## src/rtl/uart_frame_sequencer_pkg.sv

```systemverilog
// Shared constants and FSM encoding for the UART frame sequencer.
// ASCII codes used to build the per-channel voltage text lines.
package uart_frame_sequencer_pkg;

  localparam int BYTES_PER_CH = 12;

  localparam logic [7:0] CH_C  = 8'h43;
  localparam logic [7:0] COLON = 8'h3A;
  localparam logic [7:0] DOT   = 8'h2E;
  localparam logic [7:0] VOLT  = 8'h56;
  localparam logic [7:0] CR    = 8'h0D;
  localparam logic [7:0] LF    = 8'h0A;
  localparam logic [7:0] QMARK = 8'h3F;
  localparam logic [7:0] ZERO  = 8'h30;

  typedef enum logic [2:0] {
    IDLE = 3'd0,
    SNAP = 3'd1,
    SEND = 3'd2,
    GAP  = 3'd3,
    DONE = 3'd4
  } state_e;

endpackage

```

## src/rtl/uart_frame_sequencer_bcd_line_formatter.sv

```systemverilog
// Combinational lookup of one ASCII byte of a channel line "Cnn:d.dddV\r\n".
// Non-decimal nibbles are rendered as '?' so corrupted samples stay visible.
module bcd_line_formatter
  import uart_frame_sequencer_pkg::*;
(
  input  logic [15:0] bcd_i,
  input  logic [6:0]  ch_i,
  input  logic [3:0]  idx_i,
  output logic [7:0]  byte_o
);

  function automatic logic [7:0] nib2asc(input logic [3:0] n);
    if (n > 4'd9) begin
      return QMARK;
    end else begin
      return ZERO + {4'h0, n};
    end
  endfunction

  logic [3:0] tens_s;
  logic [3:0] ones_s;

  assign tens_s = 4'(ch_i / 7'd10);
  assign ones_s = 4'(ch_i % 7'd10);

  always_comb begin
    byte_o = 8'h00;
    case (idx_i)
      4'd0:    byte_o = CH_C;
      4'd1:    byte_o = nib2asc(tens_s);
      4'd2:    byte_o = nib2asc(ones_s);
      4'd3:    byte_o = COLON;
      4'd4:    byte_o = nib2asc(bcd_i[15:12]);
      4'd5:    byte_o = DOT;
      4'd6:    byte_o = nib2asc(bcd_i[11:8]);
      4'd7:    byte_o = nib2asc(bcd_i[7:4]);
      4'd8:    byte_o = nib2asc(bcd_i[3:0]);
      4'd9:    byte_o = VOLT;
      4'd10:   byte_o = CR;
      4'd11:   byte_o = LF;
      default: byte_o = 8'h00;
    endcase
  end

endmodule

```

## src/rtl/uart_frame_sequencer.sv

```systemverilog
// Periodic snapshot of all BCD channels, serialised as ASCII lines into the UART TX FIFO.
// Each write is followed by an idle cycle so tx_full reflects the previous write.
module uart_frame_sequencer
  import uart_frame_sequencer_pkg::*;
#(
  parameter int NCH        = 13,
  parameter int PERIOD_CYC = 6_500_000
) (
  input  logic              clk,
  input  logic              rst,
  input  logic              enable,
  input  logic [16*NCH-1:0] bcd_flat,
  input  logic              tx_full,
  output logic              wr_uart,
  output logic [7:0]        w_data,
  output logic              busy,
  output logic              overrun,
  output logic [7:0]        frame_cnt
);

  localparam int TW = $clog2(PERIOD_CYC);
  localparam int CW = (NCH > 1) ? $clog2(NCH) : 1;

  state_e                 state_q;
  logic [TW-1:0]          timer_q;
  logic [TW-1:0]          timer_d;
  logic                   tick_s;
  logic [NCH-1:0][15:0]   snap_q;
  logic [CW-1:0]          ch_q;
  logic [3:0]             idx_q;
  logic                   wr_uart_q;
  logic [7:0]             w_data_q;
  logic                   busy_q;
  logic                   overrun_q;
  logic [7:0]             frame_cnt_q;
  logic [7:0]             byte_s;

  assign tick_s = (timer_q == TW'(0));

  always_comb begin
    timer_d = timer_q;
    if (tick_s) begin
      timer_d = TW'(PERIOD_CYC - 1);
    end else begin
      timer_d = timer_q - TW'(1);
    end
  end

  // Frame timer runs regardless of enable or FIFO stalls.
  always_ff @(posedge clk or negedge rst) begin
    if (!rst) begin
      timer_q <= TW'(PERIOD_CYC - 1);
    end else begin
      timer_q <= timer_d;
    end
  end

  bcd_line_formatter u_fmt (
    .bcd_i  (snap_q[ch_q]),
    .ch_i   (7'(ch_q)),
    .idx_i  (idx_q),
    .byte_o (byte_s)
  );

  // Frame FSM with registered strobe, data and status outputs.
  always_ff @(posedge clk or negedge rst) begin
    if (!rst) begin
      state_q     <= IDLE;
      snap_q      <= '0;
      ch_q        <= CW'(0);
      idx_q       <= 4'd0;
      wr_uart_q   <= 1'b0;
      w_data_q    <= 8'h00;
      busy_q      <= 1'b0;
      overrun_q   <= 1'b0;
      frame_cnt_q <= 8'd0;
    end else begin
      if (tick_s && (state_q != IDLE)) begin
        overrun_q <= 1'b1;
      end else begin
        overrun_q <= overrun_q;
      end
      case (state_q)
        IDLE: begin
          if (tick_s && enable) begin
            state_q <= SNAP;
          end else begin
            state_q <= IDLE;
          end
        end
        SNAP: begin
          snap_q  <= bcd_flat;
          ch_q    <= CW'(0);
          idx_q   <= 4'd0;
          busy_q  <= 1'b1;
          state_q <= SEND;
        end
        SEND: begin
          if (!tx_full) begin
            wr_uart_q <= 1'b1;
            w_data_q  <= byte_s;
            state_q   <= GAP;
          end else begin
            wr_uart_q <= 1'b0;
          end
        end
        GAP: begin
          wr_uart_q <= 1'b0;
          if (idx_q == 4'(BYTES_PER_CH - 1)) begin
            idx_q <= 4'd0;
            if (ch_q == CW'(NCH - 1)) begin
              state_q <= DONE;
            end else begin
              ch_q    <= ch_q + CW'(1);
              state_q <= SEND;
            end
          end else begin
            idx_q   <= idx_q + 4'd1;
            state_q <= SEND;
          end
        end
        DONE: begin
          busy_q      <= 1'b0;
          frame_cnt_q <= frame_cnt_q + 8'd1;
          state_q     <= IDLE;
        end
        default: begin
          wr_uart_q <= 1'b0;
          busy_q    <= 1'b0;
          state_q   <= IDLE;
        end
      endcase
    end
  end

  assign wr_uart   = wr_uart_q;
  assign w_data    = w_data_q;
  assign busy      = busy_q;
  assign overrun   = overrun_q;
  assign frame_cnt = frame_cnt_q;

endmodule

```

## config.mk

```make
export PLATFORM = sky130hd
export DESIGN_NAME = uart_frame_sequencer
export DESIGN_NICKNAME = d
export VERILOG_FILES = /design/src/rtl/uart_frame_sequencer_pkg.sv /design/src/rtl/uart_frame_sequencer_bcd_line_formatter.sv /design/src/rtl/uart_frame_sequencer.sv
export SDC_FILE = /design/constraint.sdc
export NUM_CORES = 1
export LEC_CHECK = 0
export CAP_MARGIN = 20
export CORE_AREA = 10 10 220 202
export CTS_CLUSTER_SIZE = 20
export DETAILED_ROUTE_END_ITERATION = 6
export DIE_AREA = 0 0 230 212
export GPL_ROUTABILITY_DRIVEN = 1
export PLACE_DENSITY_LB_ADDON = 0.15
export SYNTH_ARGS = -nofsm -noshare
export SYNTH_HDL_FRONTEND = slang
export SYNTH_SLANG_ARGS = --single-unit
```

## constraint.sdc

```tcl
create_clock -name clk -period 2.6 [get_ports clk]
set_clock_uncertainty 0.2 [all_clocks]
set_input_delay 0.26 -clock clk [delete_from_list [all_inputs] [get_ports clk]]
set_output_delay 0.26 -clock clk [all_outputs]
set_load 0.02 [all_outputs]
```

# ---- Word level (Yosys, flattened, before mapping)
# Cells that the tools add are included.
dict set report classes {
  n_addsub 10
  div_mod_pow 2
  magnitude_cmp 7
  n_eq_ne 19
  muxes 23
  bitwise_logic 1
  n_reduce_logical 11
}
# op n
set ops {}
lappend ops {{8-bit case mux with 12 select lines} 1}
lappend ops {{16-bit binary-select mux with 4-bit select} 1}
lappend ops {{8-bit 2-to-1 mux} 6}
lappend ops {{6-bit by 4-bit adder with 7-bit output, first input constant} 6}
lappend ops {{4-bit greater-than comparator, second input constant} 6}
lappend ops {{23-bit logical NOT} 1}
lappend ops {{23-bit 2-to-1 mux} 1}
lappend ops {{23-bit by 1-bit subtractor with 23-bit output, second input constant} 1}
lappend ops {{4-bit == test, second input constant} 5}
lappend ops {{4-bit by 3-bit == test with 1-bit output, second input constant} 4}
lappend ops {{16-bit 2-to-1 mux} 1}
lappend ops {{4-bit case mux with 2 select lines} 2}
lappend ops {{4-bit 2-to-1 mux} 3}
lappend ops {{3-bit case mux with 4 select lines} 1}
lappend ops {{3-bit 2-to-1 mux} 3}
lappend ops {{4-bit by 1-bit adder with 4-bit output, second input constant} 2}
lappend ops {{8-bit by 1-bit adder with 8-bit output, second input constant} 1}
lappend ops {{4-bit by 2-bit == test with 1-bit output, second input constant} 2}
lappend ops {{4-bit by 4-bit divider with 7-bit output, second input constant} 1}
lappend ops {{4-bit by 4-bit modulo with 7-bit output, second input constant} 1}
lappend ops {{3-bit by 2-bit == test with 1-bit output, second input constant} 2}
lappend ops {{2-bit inequality test, second input constant} 3}
lappend ops {{3-bit OR reduction} 2}
lappend ops {{4-bit by 5-bit less-than comparator with 1-bit output, second input constant} 1}
lappend ops {{other kinds (13)} 16}
dict set report word_totals {
  regBits 261
  out_inout_bits 19
  word_cells 95
}

# ---- Depth between registers and ports, before layout
dict set report logic_depth {
  ltp_word 5
  ltp_mapped 12
  depth_no_buf 11
}

# ---- By module
# From an unflattened synthesis, not the netlist that was laid out.
dict set report hier_totals {
  cells_unflattened 1040
  area_unflattened_um2 13082.5
}
# module n_inst cells_each area_each_um2 seq_area_each_um2
set by_module_without_submodules {}
lappend by_module_without_submodules {uart_frame_sequencer 1 862 11892.7 6548.8}
lappend by_module_without_submodules {bcd_line_formatter 1 178 1189.9 0.0}

# ---- Least setup slack after synthesis
# OpenSTA, ideal clock, no wires.
dict set report synth_path {
  path_kind {register to register}
  startpoint {register ch_q[2]}
  endpoint {register w_data_q[2], in the netlist w_data[2]}
  setup_ps 133
  arrival_ps 2270
  setup_slack_ps -3
  stages_incl_launch_ff 13
  path_buffers 1
  period_less_slack_ps 2603
  cell_sequence {dfrtp_1 > buf_6 > inv_1 > ha_1 > inv_1 > ha_1 > or2_2 > o221ai_1 > o21ai_0 > a21oi_1 > o31ai_1 > a2111oi_0 > nor2_1}
}
dict set report synth_via {
  elab_chain_len 5
}
# element line
set synth_rtl {}
lappend synth_rtl {{from (decl)} uart_frame_sequencer.sv:29} ;# logic [CW-1:0] ch_q;
lappend synth_rtl {{from (signal assigned)} uart_frame_sequencer.sv:114} ;# ch_q <= ch_q + CW'(1);
lappend synth_rtl {{branches (longest 4 deep; another with 4-bit by 4-bit modulo with 7-bit output)} n/a}
lappend synth_rtl {{8-bit case mux with 12 select lines *} uart_frame_sequencer_bcd_line_formatter.sv:28} ;# case (idx_i)
lappend synth_rtl {{to (signal assigned)} uart_frame_sequencer.sv:101} ;# w_data_q <= byte_s;
lappend synth_rtl {{to (decl)} uart_frame_sequencer.sv:32} ;# logic [7:0] w_data_q;
# Every way passes the cells marked *. The select of a mux whose other input is x is not followed.
# A chain may end at the register's enable or synchronous reset.

# ---- Worst setup path in the final report
dict set report layout_path {
  startpoint {register ch_q[0]}
  endpoint {register w_data_q[3], in the netlist w_data[3]}
}
# Same word-level chain as after synthesis.

==> run_results.csv <==
group,metric,value,unit
power_and_ir_drop,p_total,13300,uW
sta,setup_slack,-0.165,ns
power_and_ir_drop,max-vdd-ir-drop,0.494,mV
sta,hold_ws,0.0842,ns
clocking,clk_latency,0.57,ns
sta,max_slew.worst_pin.slew,0.774,ns
min_path,hold_path_end,"state_q[0]",
global_route,grt_pass1_vias,8980,
synth,ys.flop_type,"dfrtp_1",
critical_path,rrSetupSlack,-0.17,ns
critical_path,reg2reg_from,"ch_q[0]",
sta,hold_viol_final,0,
routing,viasPerCell,4.74,
critical_path,startpoint_type,"flop",
synth,yosysWarningCount,0,
clocking,cts_buffer_depth,3,
min_path,hold_path.class,"in -> reg",
synth,synth_edf_count,0,
critical_path,endpoint_kind,"flop",
layout,final_common_cell,"dfrtp_1",
synth,synth.distinct_cells,59,
clocking,cts.sinks,260,
routing,wl_per_cell,21.1,um
critical_path,crit_slowest_cell,"dfrtp_4",
floorplanning,die_y,212,um
outcome,outcome,"finished, violations left",
global_route,grt_usage,0.149,
critical_path,reg2regPathDepth,10,
placed_design,placed_cells,1657,
routing,ant_nets,0,
layout,layout.cells.non_filler,1733,
min_path,min_from,"enable",
critical_path,crit_required,2.84,ns
critical_path,crit_type,"reg -> reg",
sta,report.final.slew_viol_count,0,
floorplanning,die_x,230,um
outcome,violations,"setup timing",
synth,async_reset_ff_frac,1.00,
critical_path,crit_family,"compound AO/OA/AOI/OAI gates",
synth,syn_nets,1098,
floorplanning,initial_core_util,0.305,
placed_design,gp_congestion,0.855,
floorplanning,placementRows,70,
synth,synth_area,0.0122,mm^2
synth,syn_inst,874,
sta,period_minus_slack,2.77,ns
floorplanning,coreArea,0.0399,mm^2
critical_path,crit_chain,"buf_6 > buf_12 > buf_4 > mux4_2 > a22oi_2 > o21ai_1 > buf_4 > a21bo_2 > a221oi_2 > o21ai_1",
sta,rsz0062_at_grt,"true",
layout,drive_gt1_frac,0.370,
sta,max_slew_margin,0.481,
routing,initialDrtViolationCount,523,
global_route,grt_max_degree,79,
global_route,overflow,0,
job,maxCapViolCount,0,
synth,yosysSeqAreaShare,0.535,
power_and_ir_drop,pwr_density_cell,785,mW/mm^2
sta,final-setup-viol-count,4,
routing,drc,0,
floorplanning,die-area,0.0488,mm^2
synth,synth_area_per_cell,13.9,um^2
routing,drt_pass1_iterations,4,
clocking,root_buffer,"clkbuf_16",
layout,layout_common_cells,"dfrtp_1, clkdlybuf4s50_1, mux2_2",
layout,n_antenna_cell,0,
critical_path,critPathMaxStageDelay,0.51,ns
sta,tns,-0.529,ns
critical_path,cp_max_fo,8,
clocking,cts_made_buffers,30,
routing,vias,8207,
layout,area_growth,39.0,%
layout,nets,1395,
routing,wl,36600,um
floorplanning,ios,231,
placed_design,place_hpwl,27400,um
clocking,clkTransAtPathRegs,0.06,ns
synth,postSynthRegisterBits,260,
critical_path,arrival,3.00,ns
clocking,cts_tree,"built",
critical_path,r2r-end,"w_data[3]",
global_route,antenna_found_initial,3,
min_path,whs_path_depth,3,
global_route,grt_pass1_wl,56300,um
placed_design,port_buffers,229,
sta,period_share,1.06,
critical_path,path_buf_inv,4,
power_and_ir_drop,power_leakage,0.00696,uW
sta,fmax,362,MHz
clocking,cts-htree-levels,1,
-- synth_stat cells, types with 4 or more instances --
library cell  instances  area [um^2]
xnor2_1              16          140
a21oi_1              20          100
dfstp_2              14          368
a22oi_1              12         90.1
buf_4                 4         30.0
nor2_1               29          109
nor3_1               14         70.1
o21ai_0              30          150
xor2_1               12          105
nand2_1              41          154
mux2_2              210         2360
ha_1                 12          150
nand3_1              14         70.1
mux4_1                9          236
nand4_1               4         25.0
dfrtp_1             246         6160
clkbuf_1             35          131
mux4_2               39          878
inv_1                16         60.1
buf_6                 9          101
nor2b_1               6         37.5
mux2i_1              13          130
nand2b_1              6         37.5
o22ai_1               7         43.8
or3_1                 4         25.0
-- per-stage QoR --
| step | worst slack (ns) | instance area (um^2) | utilization |
|---|---|---|---|
| floorplan | 0.0602 | 12200 | - |
| global placement | -0.386 | 15500 | 0.388 |
| detailed placement | -0.425 | 15500 | 0.388 |
| CTS | -0.191 | 16800 | 0.422 |
| global route | -0.291 | 16900 | 0.424 |
| finish | -0.165 | 16900 | 0.424 |
-- worst max-delay path by stage --
stage | end | cells past startpoint | slack, ns | startpoint
6_report | w_data[3] | 10 | -0.17 | ch_q[0]
5_1_grt | w_data[0] | 11 | -0.29 | ch_q[0]
4_1_cts | w_data[0] | 11 | -0.19 | ch_q[0]
3_5_place_dp | w_data[0] | 9 | -0.43 | ch_q[0]
3_3_place_gp | w_data[2] | 8 | -0.39 | ch_q[0]
2_1_floorplan | w_data[2] | 12 | 0.06 | ch_q[2]
-- final cells by class --
class                      instances  area [um^2]
clock inverter                    10          139
timing repair buffer             318         3240
inverter                          16         60.1
fill                            3777        23000
multi-input combinational        545         5430
tap                              540          676
clock buffer                      44          863
sequential                       260         6530
-- tightest hold or removal path, cell delays in order --
cell,delay [ns]
clkdlybuf4s50_1,0.40
nand2_1,0.07
o21ai_0,0.07
-- flip-flops by register name, summed over array words and instances (netlist names) --
signal	count
idx_q	4
w_data	7
busy	1
snap_q	208
frame_cnt	8
ch_q	4
overrun	1
state_q	3
wr_uart	1
timer_q	23
-- where the power goes --
group | internal (uW) | switching [uW] | total [uW]
Sequential | 4740 | 426 | 5160
Clock | 2580 | 1700 | 4280
Combinational | 2260 | 1580 | 3850
Total | 9580 | 3710 | 13300
-- cells by family after synthesis --
group / after synthesis / synth area share
AOI/OAI and AO/OA: 96 / 0.0492
buffers and inverters: 69 / 0.0299
muxes: 272 / 0.298
xor gates and xnor gates: 28 / 0.0201
adders and majority gates: 12 / 0.0123
DFF: 260 / 0.535
other: 1 / 0.000308
and+or+nand+nor: 136 / 0.0545
-- per-layer routing --
metal	share of wire	wire length, um	vias to the layer above	global-route usage
met5	0.0011	41	-	0
met2	0.46	16800	165	0.232
met1	0.47	17200	4162	0.208
li1	-	-	3826	-
met4	0.015	540	6	0.0274
met3	0.055	2010	48	0.0382
-- timing repair --
| item | 4_1_cts | 5_1_grt |
|---|---|---|
| pin swaps | 11 | 14 |
| endpoints found under the setup margin | 4 | 5 |
| buffers inserted | 16 | 2 |
| resized for setup | 40 | 27 |
| hold endpoints to repair | 246 | 0 |
| cloned | 2 | 0 |
| hold buffers | 3 | 0 |
Power figures use the tool's default switching activity.
